==> src/rtl/alu_src_fwd_stage.sv <==
// alu_src_fwd_stage: selects the ALU second operand from one of four sources
// (immediate, register read, EX forward, WB forward), detects load-use
// hazards and registers the chosen operand into a one-entry valid/ready stage.
// Optional build macro ALU_SRC_STALL_CNT_EN adds a saturating 16-bit
// stall_cnt output that counts hazard cycles.
module alu_src_fwd_stage #(
  parameter int unsigned WIDTH  = 16,
  parameter int unsigned REG_AW = 3
) (
  input  logic              clk,
  input  logic              rst,
  input  logic              in_valid,
  output logic              in_ready,
  input  logic              use_imm,
  input  logic [REG_AW-1:0] ra_addr,
  input  logic [WIDTH-1:0]  ar,
  input  logic [WIDTH-1:0]  d,
  input  logic              ex_we,
  input  logic              ex_load,
  input  logic [REG_AW-1:0] ex_addr,
  input  logic [WIDTH-1:0]  ex_data,
  input  logic              wb_we,
  input  logic [REG_AW-1:0] wb_addr,
  input  logic [WIDTH-1:0]  wb_data,
  output logic              out_valid,
  input  logic              out_ready,
  output logic [WIDTH-1:0]  src,
  output logic [1:0]        fwd_sel
`ifdef ALU_SRC_STALL_CNT_EN
  ,
  output logic [15:0]       stall_cnt
`endif
);

  typedef enum logic [1:0] {
    SEL_IMM = 2'd0,
    SEL_AR  = 2'd1,
    SEL_EX  = 2'd2,
    SEL_WB  = 2'd3
  } sel_e;

  typedef enum logic {
    EMPTY = 1'b0,
    FULL  = 1'b1
  } state_e;

  state_e           r_state;
  logic [WIDTH-1:0] r_src;
  sel_e             r_sel;

  logic             w_ex_match;
  logic             w_ex_hit;
  logic             w_wb_hit;
  logic             w_hazard;
  logic             w_xfer;
  logic             w_consume;
  logic [WIDTH-1:0] w_operand;
  sel_e             w_sel;

  // Address matches and load-use hazard detection
  always_comb begin
    w_ex_match = ex_we && (ex_addr == ra_addr);
    w_ex_hit   = w_ex_match && !ex_load;
    w_wb_hit   = wb_we && (wb_addr == ra_addr);
    w_hazard   = in_valid && !use_imm && w_ex_match && ex_load;
  end

  // Handshake: accept when no hazard and the slot is empty or being drained
  always_comb begin
    w_consume = (r_state == FULL) && out_ready;
    in_ready  = !w_hazard && ((r_state == EMPTY) || out_ready);
    w_xfer    = in_valid && in_ready;
  end

  // Operand source priority: immediate, EX forward, WB forward, register read
  always_comb begin
    w_operand = ar;
    w_sel     = SEL_AR;
    if (use_imm) begin
      w_operand = d;
      w_sel     = SEL_IMM;
    end else if (w_ex_hit) begin
      w_operand = ex_data;
      w_sel     = SEL_EX;
    end else if (w_wb_hit) begin
      w_operand = wb_data;
      w_sel     = SEL_WB;
    end
  end

  // Pipeline slot: load on transfer, empty on consume-without-transfer; src is kept on drain
  always_ff @(posedge clk) begin
    if (rst) begin
      r_state <= EMPTY;
      r_src   <= '0;
      r_sel   <= SEL_IMM;
    end else if (w_xfer) begin
      r_state <= FULL;
      r_src   <= w_operand;
      r_sel   <= w_sel;
    end else if (w_consume) begin
      r_state <= EMPTY;
    end
  end

  assign out_valid = (r_state == FULL);
  assign src       = r_src;
  assign fwd_sel   = r_sel;

`ifdef ALU_SRC_STALL_CNT_EN
  logic [15:0] r_stall_cnt;

  // Saturating count of hazard cycles
  always_ff @(posedge clk) begin
    if (rst) begin
      r_stall_cnt <= '0;
    end else if (w_hazard && (r_stall_cnt != '1)) begin
      r_stall_cnt <= r_stall_cnt + 16'd1;
    end
  end

  assign stall_cnt = r_stall_cnt;
`endif

endmodule

==> config.mk <==
export PLATFORM = sky130hd
export DESIGN_NAME = alu_src_fwd_stage
export DESIGN_NICKNAME = d
export VERILOG_FILES = /design/src/rtl/alu_src_fwd_stage.sv
export SDC_FILE = /design/constraint.sdc
export NUM_CORES = 1
export LEC_CHECK = 0
export BUFFER_PORTS_ARGS = -buffer_cell sky130_fd_sc_hd__buf_2
export CAP_MARGIN = 20
export CELL_PAD_IN_SITES_DETAIL_PLACEMENT = 1
export CELL_PAD_IN_SITES_GLOBAL_PLACEMENT = 1
export CORE_MARGIN = 8
export CORE_UTILIZATION = 25
export CTS_CLUSTER_DIAMETER = 80
export DETAILED_ROUTE_END_ITERATION = 10
export PLACE_DENSITY = 0.79
export SKIP_LAST_GASP = 1
export SLEW_MARGIN = 20
export SYNTH_ARGS = -nofsm -noshare
export SYNTH_HDL_FRONTEND = slang
export SYNTH_SLANG_ARGS = --single-unit
==> constraint.sdc <==
create_clock -name clk -period 1.3 [get_ports clk]
set_input_delay 0.13 -clock clk [delete_from_list [all_inputs] [get_ports clk]]
set_output_delay 0.13 -clock clk [all_outputs]
set_load 0.01 [all_outputs]
==> results.txt, run 1 <==
- The run finished with clean final reports.
- Hold/Removal Path Class: primary input to register
- Final Hold Vio Count: 0
- The clock reaches the later pin of the worst-skew pair after 250 ps.
- Across every metal layer, demand over resource in global routing totals 0.1210.
- Including well taps, the total number of placed cells is 328.
- Final TNS setup: 0 ps
* Critical Path Sink Type: register
* Post-route minimum period: 1267 ps
* Mean instance size in the synthesized netlist: 9.081 µm²
- The worst hold path terminates at out_valid.
- Core box area: 0.005473 mm²
- Hold Path Depth: 2
- Post-route design area: 0.002227 mm²
* End-of-flow core utilization: 0.4070
- After the first detailed-routing iteration, the DRC count stood at 22.
* GP Congestion: 0.7348
* Buffer levels on the longest clock path: 2
- Hold buffer count at cts: 0
* Hold Worst Slack: 152.6 ps
- Die height: 91.04 µm
- Before antenna repair, the detailed router went through 3 iterations.
* Root buffer cell: clkbuf_8
* Share of layout cells above drive strength 1: 0.6180
- Maximum number of pins on one net before global-route repair: 22
- Of the synthesized area, sequential elements account for 0.2702.
- The worst register-to-register path has a depth of 6.
- Highest Clock Rate: 789.4 MHz
- After global routing the overflow that remains totals 0.
- Total detailed-routing wirelength: 5.458 mm
- Across all register-to-register paths, the minimum setup slack is 100 ps.
- CTS Buf Count: 3
- Transition at the pin with the smallest max-transition slack: 250.7 ps
- Final Total Pwr: 1.659 mW
- Leaving out fill and tap cells, the most frequent cell in the layout is buf_2.
* Chip Width: 91.04 µm
- Cell Chain, Critical Path: buf_2 > xnor2_2 > nand4_1 > buf_6 > mux2_4 > a2111oi_4 > nor4_1
* Average wire per standard cell: 16.10 µm
- TritonCTS built the clock tree.
- The number of global-route vias before repair was 1672.
- Number of nets at the end of the flow: 349
- The repair_antennas step left the layout with diodes totalling 0.
- Cell area after synthesis: 0.001408 mm²
- Flip-flop and latch count after synthesis: 19
* Number of enable-type register cells in the synthesized netlist: 0
- Placement row count: 27
- The first global-routing pass estimated 8.349 mm of wire.
- At the placement stage, the worst setup path has a slack of -309.3 ps.
- Compared with the post-synthesis result, the final layout area differs by 58.22%.
- In the layout the commonest cells are buf_2 (100), a21oi_1 (19), dfxtp_1 (18).
- Setup violations remaining at the end of the flow were counted as 0.
* Top-area cell type share of the netlist area: 0.2702
* Pwr Density: 744.7 mW/mm²
- Data on the critical path arrives at its endpoint at 1410 ps.
* Via density per instance: 4.649
* Initial antenna violation count: 0
- Die outline area: 0.008287 mm²
- Clock skew after layout: 1.623 ps
* Critical path launch point type: primary input
- Across all setup checks in the final design, the least slack found is 33.22 ps.
- The critical path is of the primary input to register type.
- For this configuration, the core starts out at a cell density of 0.2572.
* Count of distinct cell types in the synthesized netlist: 31
* Io pins: 101
- The worst register-to-register path ends at src[5].
* Leading cell types by total area after synthesis: dfxtp_1 (27%), mux2i_1 (11%), a21oi_1 (6.8%)
* Final cell count without fillers: 339
- In the synthesized netlist the dominant register cell turns out to be dfxtp_1.
- After clock tree synthesis, the clock-pin slew on the worst setup and hold paths is 80 ps.
* Total half-perimeter wirelength after legalization and detailed placement: 4.275 mm
- The tool flagged a number of max-cap violations equal to 0.
* Slowest cell delay on critical path: 310 ps
- On the critical path, the stage with the largest delay is an instance of mux2_4.
* Post-placement cell area: 0.002056 mm²
- Max transition margin: 0.8328
* Peak supply drop: 0.3642 mV
* Source of the worst register-to-register timing path: out_valid
- In the finished design, the share of the clock period the worst path needs comes to 0.9744.
* Leakage power: 1.188 nW
* Port Buf Inserts: 100
- Count of synthesis-stage warnings from yosys: 0
* H-tree levels: 1
- Total number of vias: 1576
- Post-synth net total: 236
- The number of max-slew violations in the final report came to 0.
- The detail route stage leaves a number of antenna-violating nets equal to 0.
* Required time reported for the critical path endpoint: 1440 ps
* Async S/R FF share, synth: 0
- For this run, design rule violations remaining after detail routing come to 0.
- Synth area leader: dfxtp_1
- Largest fanout on the critical path: 4
* Number of clock sinks seen by CTS: 19
- The startpoint identified for the worst hold timing path is rst.
* Number of standard cells after synthesis: 155
## metal layers
metal	wire length (µm)	track usage
met1	2302	0.1392
met2	2792	0.2164
met3	299	0.03128
met4	63	0.03001
met5	0	0
## repair_timing
action,4_1_cts,5_1_grt
pin swaps,2,6
cloned,0,1
resized for setup,1,13
endpoints found under the setup margin,15,16
setup buffers,2,4
## logic make-up (layout without fill, tap and decap cells)
logic type | count (synthesis) | count (layout) | share of synthesized area
AND/OR/NAND/NOR | 49 | 49 | 0.2480
buffers and inverters | 27 | 139 | 0.1156
XOR/XNOR | 6 | 6 | 0.03733
AO/OA/AOI/OAI | 38 | 38 | 0.2116
flip-flops | 19 | 19 | 0.2702
multiplexers | 16 | 16 | 0.1173
## worst max-delay path, delay by kind of cell
family / cells / cell delay, ps
XOR/XNOR: 1 / 160
AND/OR/NAND/NOR: 2 / 220
multiplexers: 1 / 310
AO/OA/AOI/OAI: 1 / 280
buffers and inverters: 2 / 300
## worst max-delay path by stage
| stage | from | endpoint | slack [ps] | cells past startpoint |
|---|---|---|---|---|
| 2_1_floorplan | ra_addr[2] | src[8] | -4 | 6 |
| 3_3_place_gp | ra_addr[2] | src[0] | -270 | 7 |
| 5_1_grt | ra_addr[0] | src[8] | -20 | 7 |
| 4_1_cts | ra_addr[2] | src[3] | 4 | 7 |
| 3_5_place_dp | ra_addr[0] | src[5] | -310 | 5 |
| 6_report | ra_addr[0] | src[8] | 30 | 7 |
## flip-flops by register name (all words and copies together), names as in the netlist
signal,count
fwd_sel,2
out_valid,1
src,16
## power breakdown
part | internal, mW | switching [mW]
logic | 0.305 | 0.276
clock network | 0.213 | 0.212
registers | 0.629 | 0.0239
total | 1.15 | 0.512
## synthesized netlist by cell type (2+ instances only)
library cell,count
a21oi_1,19
a32o_1,9
a32o_2,6
buf_4,2
buf_6,5
clkbuf_1,3
dfxtp_1,19
inv_1,16
mux2i_1,15
nand2_1,9
nand2_2,9
nand4_1,2
nor2_1,3
nor2_4,2
nor3_1,7
nor3_2,8
o21ai_0,2
xnor2_1,6
## final cells by class
cell class                 instances  area, µm²
timing repair buffer             119      688.2
inverter                          16      60.06
fill                             697       3246
clock inverter                     1      5.005
sequential                        19      381.6
tap                               72      90.09
clock buffer                       3      41.29
multi-input combinational        109      960.9
(Power assumes the default switching activity.)
==> inputs of run 2 (changes only) <==
--- a/config.mk
+++ b/config.mk
@@ -5,15 +5,15 @@
 export SDC_FILE = /design/constraint.sdc
 export NUM_CORES = 1
 export LEC_CHECK = 0
-export BUFFER_PORTS_ARGS = -buffer_cell sky130_fd_sc_hd__buf_2
 export CAP_MARGIN = 20
 export CELL_PAD_IN_SITES_DETAIL_PLACEMENT = 1
 export CELL_PAD_IN_SITES_GLOBAL_PLACEMENT = 1
 export CORE_MARGIN = 8
-export CORE_UTILIZATION = 25
+export CORE_UTILIZATION = 39
 export CTS_CLUSTER_DIAMETER = 80
 export DETAILED_ROUTE_END_ITERATION = 10
-export PLACE_DENSITY = 0.79
+export DONT_BUFFER_PORTS = 1
+export PLACE_DENSITY = 0.78
 export SKIP_LAST_GASP = 1
 export SLEW_MARGIN = 20
 export SYNTH_ARGS = -nofsm -noshare
==> run 2 against run 1 <==
Against the previous run: wire length is 16% lower; sequential share of layout area grew 6.8 points; critical endpoint is now src[15]; combinational power down 45%; setup slack improved by 68 ps; highest routed layer unchanged; sequential power up 5.1%; design area down 28%; clock power decreased by 28%; register-to-register slack hardly changed.
==> results.txt, run 2 (synthesis results as in run 1) <==
- Clk Latency, worst-skew pair: 300 ps
* Hold/Removal Path Class: primary input to register
- Share of layout cells above drive strength 1: 0.3436
* Switching Power: 394.8 µW
- Clock share of power: 0.234
- Hold Crit Start: out_ready
- The share of total power dissipated in sequential elements is 0.521.
- Clock tree from TritonCTS: yes
- At the end of the flow the core is filled with cells to 0.4486.
- Post-route minimum period: 1198 ps
- Fin. max-slew vios: 0
* Source of the worst register-to-register timing path: out_valid
- On the critical path, the stage with the largest delay is an instance of dfxtp_2.
* Number of clock sinks seen by CTS: 19
- At the pin with the least slew margin, the transition time is 268.7 ps.
* Leakage power: 0.7409 nW
- Most frequent cells in the layout: a21oi_1 (19), dfxtp_1 (18), inv_1 (16)
* Diode insertion count for antenna repair: 0
- Average wire per standard cell: 21.80 µm
- Entering global routing, the biggest net connects 36 pins.
- Critical path launch point type: register
* Die height: 76.08 µm
- Final global-route overflow total: 0
- Worst Hold Path EP: out_valid
- Clock transition at the registers of the reported paths: 120 ps
* Root buffer cell: clkbuf_4
- In the routed design, unresolved DRC markers number 0.
* Combinational cell fraction of total power: 0.245
- In this design, the stage delay of the slowest critical-path cell is 360 ps.
- The number of buffers and inverters on the critical path is 1.
- In this design, the largest share of critical-path delay is due to simple AND/OR/NAND/NOR gates.
- Of the available clock period, the critical path in the final layout requires 0.9219.
- The number of antenna violations at the first check in global routing came to 0.
* Io pins: 101
- The total count of hold-check failures in the final report was 0.
- Across the VDD grid, the largest voltage drop is 0.3054 mV.
- Across all register-to-register paths, the minimum setup slack is 100 ps.
- After floorplanning, the core was divided into 22 placement rows.
- STA puts the critical path data required time at 1490 ps.
- Launching instance or port of the critical path: out_valid
- Status: complete, no violations
* Net switching share of the total power: 0.3000
* CTS Buf Count: 3
- Timing would allow up to 834.4 MHz.
* Final worst-path setup slack: 101.6 ps
- Initial DRC count: 43
* Int Pwr: 921.0 µW
* Clock skew after layout: 16.44 ps
- In this design, the critical path's most frequently occurring cell is nor2_4.
- Cell Chain, Critical Path: nand2b_4 > nand2_2 > nor2_4 > nor2_4 > buf_12 > a32o_2
* Depth of the worst register-to-register path: 6
- The floorplan step defined a core boundary enclosing 0.003551 mm².
* Most common cell after layout, fill and taps aside: a21oi_1
- Port Buf Inserts: 0
- STA puts the critical path data arrival time at 1390 ps.
* RSZ-0062 raised after global routing: false
- Crit path kind: register to register
- Global-route wire length before repair: 7.203 mm
* Total detailed-routing wirelength: 4.600 mm
- Once layout is complete, the cells apart from fillers number 211.
- Area Growth Syn to Fin: 13.16%
- In this run the remaining antenna-violating nets after routing total 0.
- After the last flow step, the layout net total stands at 245.
- Hold Path Depth: 2
* Critical Path Sink Type: register
- For this run, the total global-route usage over all layers was measured as 0.1511.
* Cell count after placement: 203
- Via density per instance: 5.739
- Total iterations of the first detailed-routing run: 4
* Chip Width: 76.08 µm
- In this run the number of H-tree levels came out at 1.
- Flip-flop count of the largest register after layout: 16
* Largest fanout on the critical path: 15
* Buffer levels on the longest clock path: 2
* GP Congestion: 0.7458
- The die covers 0.005787 mm².
* Total number of vias: 1211
* Final setup vio count: 0
* Number of global-route vias before repair: 1443
- Effective utilization at floorplan: 0.3964
- In this run the critical register-to-register path is captured at src[15].
* MaxCap Viol Count: 0
- The worst pin sits at a relative slew slack of 0.8205.
- Detailed placement finished with a half-perimeter wire length of 3.690 mm.
* Post-placement setup slack: -109.5 ps
* Pwr Density: 826.1 mW/mm²
-- run 2: cell count changes in the layout (fill, tap and decap cells not counted), sizes merged --
cell,delta
clkbuf,+1
buf,-105
dlygate4sd3,+1
clkinv,-1
-- run 2: timing repair --
item / in CTS / in global routing
buffers inserted: 2 / 1
hold buffers: 1 / 0
endpoints found under the setup margin: 16 / 17
gates cloned: 0 / 0
pin swaps: 1 / 3
resized for setup: 1 / 4
endpoints found under the hold margin: 4 / 0
-- run 2: final cells by class --
class	count	area, µm²
Tap cell	48	60.06
Multi-Input combinational cell	109	908.4
Sequential cell	19	381.6
Inverter	16	60.06
Clock buffer	4	26.28
Timing Repair Buffer	15	156.4
Fill cell	404	1958
-- run 2: power groups by stage --
stage | sequential, mW | clock [mW] | combinational, mW
final | 0.686 | 0.308 | 0.322
after CTS | 0.686 | 0.324 | 0.312
after detailed placement | 0.699 | 0 | 0.301
after floorplan | 0.686 | 0 | 0.271
after global placement | 0.697 | 0 | 0.285
after global routing | 0.693 | 0.354 | 0.351
-- run 2: layer usage --
layer | global-route usage | vias to the layer above | part of all wire
met4 | 0.05577 | 0 | 0.014
li1 | - | 573 | -
met2 | 0.2785 | 60 | 0.53
met1 | 0.1441 | 572 | 0.36
met3 | 0.06604 | 6 | 0.090
met5 | 0 | - | 0
-- run 2: stage by stage --
stage | TNS, ps | hold slack [ps] | cell area [µm²] | total power [mW]
6_report | 0 | 24.01 | 1593 | 1.316
5_1_grt | 0 | 0.004330 | 1593 | 1.399
4_1_cts | 0 | 11.23 | 1556 | 1.322
3_5_place_dp | -1375 | 204.8 | 1505 | 1.001
3_3_place_gp | -836.3 | 202.2 | 1505 | 0.9825
2_1_floorplan | -4.279 | 199.1 | 1444 | 0.9565
-- run 2: worst max-delay path by stage --
stage	to	slack (ps)	cells past startpoint
after floorplan	src[8]	-4	6
after global placement	src[15]	-70	6
after detailed placement	src[15]	-110	4
after CTS	in_ready	20	3
after global routing	src[8]	50	6
final	src[15]	100	6
==> inputs of run 3 (changes only) <==
--- a/config.mk
+++ b/config.mk
@@ -14,8 +14,8 @@
 export DETAILED_ROUTE_END_ITERATION = 10
 export DONT_BUFFER_PORTS = 1
 export PLACE_DENSITY = 0.78
-export SKIP_LAST_GASP = 1
-export SLEW_MARGIN = 20
+export REMOVE_ABC_BUFFERS = 1
+export SLEW_MARGIN = 5
 export SYNTH_ARGS = -nofsm -noshare
 export SYNTH_HDL_FRONTEND = slang
 export SYNTH_SLANG_ARGS = --single-unit
==> run 3 against run 2 <==
Against the previous run: register-to-register slack lost 20 ps; first-iteration DRC count shrank 44%; core utilization grew 0.28 points; sequential share of layout area shrank 0.15 points; setup slack lost 17 ps; clock power is essentially flat.
==> results.txt, run 3 (synthesis results as in run 1) <==
- The flow ran to the end, and the final reports show no timing, DRC or antenna violations.
- Measured along the y axis, the die boundary spans 76.08 µm.
* Share of layout cells above drive strength 1: 0.3434
- Hold/Removal Path Class: primary input to register
- Clock transition at the registers of the reported paths: 120 ps
- Port Buf Inserts: 0
- The tree is rooted in a clkbuf_4.
- The initial utilization of the core area, before any placement, comes to 0.3964.
* Buffer levels on the longest clock path: 2
- The number of max-slew violations in the final report is 0.
- Die outline area: 0.005787 mm²
* Initial antenna violation count: 0
- Worst path most repeated cell: nor2_4
- Data arrival time of the critical path: 1410 ps
- At the pin with the least slew margin, the transition time is 251.3 ps.
- The initialized floorplan defines 22 standard-cell rows.
- Critical path launch point type: register
* Depth of the worst register-to-register path: 6
- For this run, the post-layout net count is 248.
- Counting tap cells, the placed design contains a total of 207 instances.
- Initial DRC count: 24
- Dividing the detail-routed wire length by the instance count gives 21.62 µm.
- Setup repair after global routing left no endpoint under its margin.
- Leaving out filler cells and counting taps, the final layout contains 214.
- Required time reported for the critical path endpoint: 1500 ps
* Via density per instance: 5.701
- Launching instance or port of the critical path: out_valid
- Residual DRC count: 0
* GP Congestion: 0.6999
- In this run the number of H-tree levels came out at 1.
- Io pins: 101
- IR analysis of the VDD net gives a maximum drop of 0.4806 mV.
* Leakage power: 0.7472 nW
- In the layout the commonest cells are a21oi_1 (19), dfxtp_1 (18), inv_1 (16).
- Maximum number of pins on one net before global-route repair: 36
* Highest Clock Rate: 822.9 MHz
* Final TNS setup: 0 ps
- Across every metal layer, demand over resource in global routing totals 0.1520.
- The worst hold path was traced through 3 stages.
* Number of clock sinks seen by CTS: 19
- Detailed routing inserted a total of 1220 vias.
* Critical Path Sink Type: register
- Total iterations of the first detailed-routing run: 4
- Clock tree from TritonCTS: yes
- Power comes to 1.330 mW.
- Crit path kind: register to register
- Final Hold Vio Count: 0
- Hold is met by 22.87 ps.
- Most common cell after layout, fill and taps aside: a21oi_1
- In this run the critical register-to-register path is launched from out_valid.
* Pwr Density: 829.7 mW/mm²
- The first global-routing pass estimated 7.341 mm of wire.
- The smallest clock period supported by the final layout is computed as 1215 ps.
* Final worst-path setup slack: 84.72 ps
* MaxCap Viol Count: 0
- Clk Latency, worst-skew pair: 290 ps
- Area Growth Syn to Fin: 13.87%
* Chip Width: 76.08 µm
- Cell Chain, Critical Path: nand2b_4 > nand2_2 > nor2_4 > nor2_4 > buf_4 > a32o_1
- The largest individual stage delay along the critical path comes from the cell dfxtp_2.
- The total overflow left after global routing is 0.
* Slowest cell delay on critical path: 350 ps
- Prior to clock tree synthesis, the placed netlist has a worst setup slack of -154.5 ps.
* Total half-perimeter wirelength after legalization and detailed placement: 3.824 mm
- In this run the tightest slew margin relative to its limit is 0.8307.
- Total detailed-routing wirelength: 4.626 mm
- Once detail routing completed, the nets flagged for antenna violations numbered 0.
- Along the worst path, the maximum fanout reaches 7.
* CTS Buf Count: 3
- Setup violations remaining at the end of the flow were counted as 0.
- Flip-flop count of the largest register after layout: 16
- Final Cycle Share: 0.9348
- Clock skew after layout: 0.8932 ps
- Core box area: 0.003551 mm²
* Hold Crit Start: use_imm
- 0 antenna diodes ended up in the layout.
- The number of global-route vias before repair came to 1397.
[run 3: metal layers]
layer	part of all wire	GRT usage
met1	0.39	0.1569
met2	0.51	0.2776
met3	0.085	0.06250
met4	0.015	0.03462
met5	0	0
[run 3: power by group]
group	internal (mW)	total, mW	switching [mW]
clock	0.114	0.311	0.197
sequential	0.629	0.686	0.0564
combinational	0.180	0.333	0.153
[run 3: repair_timing]
item | in CTS | in global routing
buffers inserted | 2 | 1
gates resized for setup | 2 | 4
hold buffers | 1 | 0
pin swaps | 2 | 0
hold endpoints to repair | 4 | 0
gates cloned | 0 | 0
endpoints found under the setup margin | 16 | 16
[run 3: final cells by class]
class | count | area [µm²]
sequential | 19 | 381.6
inverter | 16 | 60.06
fill | 421 | 1948
tap | 48 | 60.06
timing repair buffer | 18 | 187.7
clock buffer | 3 | 22.52
clock inverter | 1 | 5.005
multi-input combinational | 109 | 885.9
[run 3: critical path: cells and delay by family (launching register included)]
kind	cells	cell delay (ps)
flops	1	350
buf+inv	1	160
simple gates	4	400
compound gates	1	210
[run 3: worst paths after layout]
path | to | slack, ps
setup reg to reg | src[13] | 80
hold reg to reg | out_valid | 500
setup / recovery | src[13] | 80
hold / removal | fwd_sel[1] | 20
[run 3: metrics by stage]
stage,util,area [µm²]
2_1_floorplan,-,1305
3_3_place_gp,0.4267,1515
6_report,0.4514,1603
5_1_grt,0.4514,1603
3_5_place_dp,0.4267,1515
4_1_cts,0.4457,1583
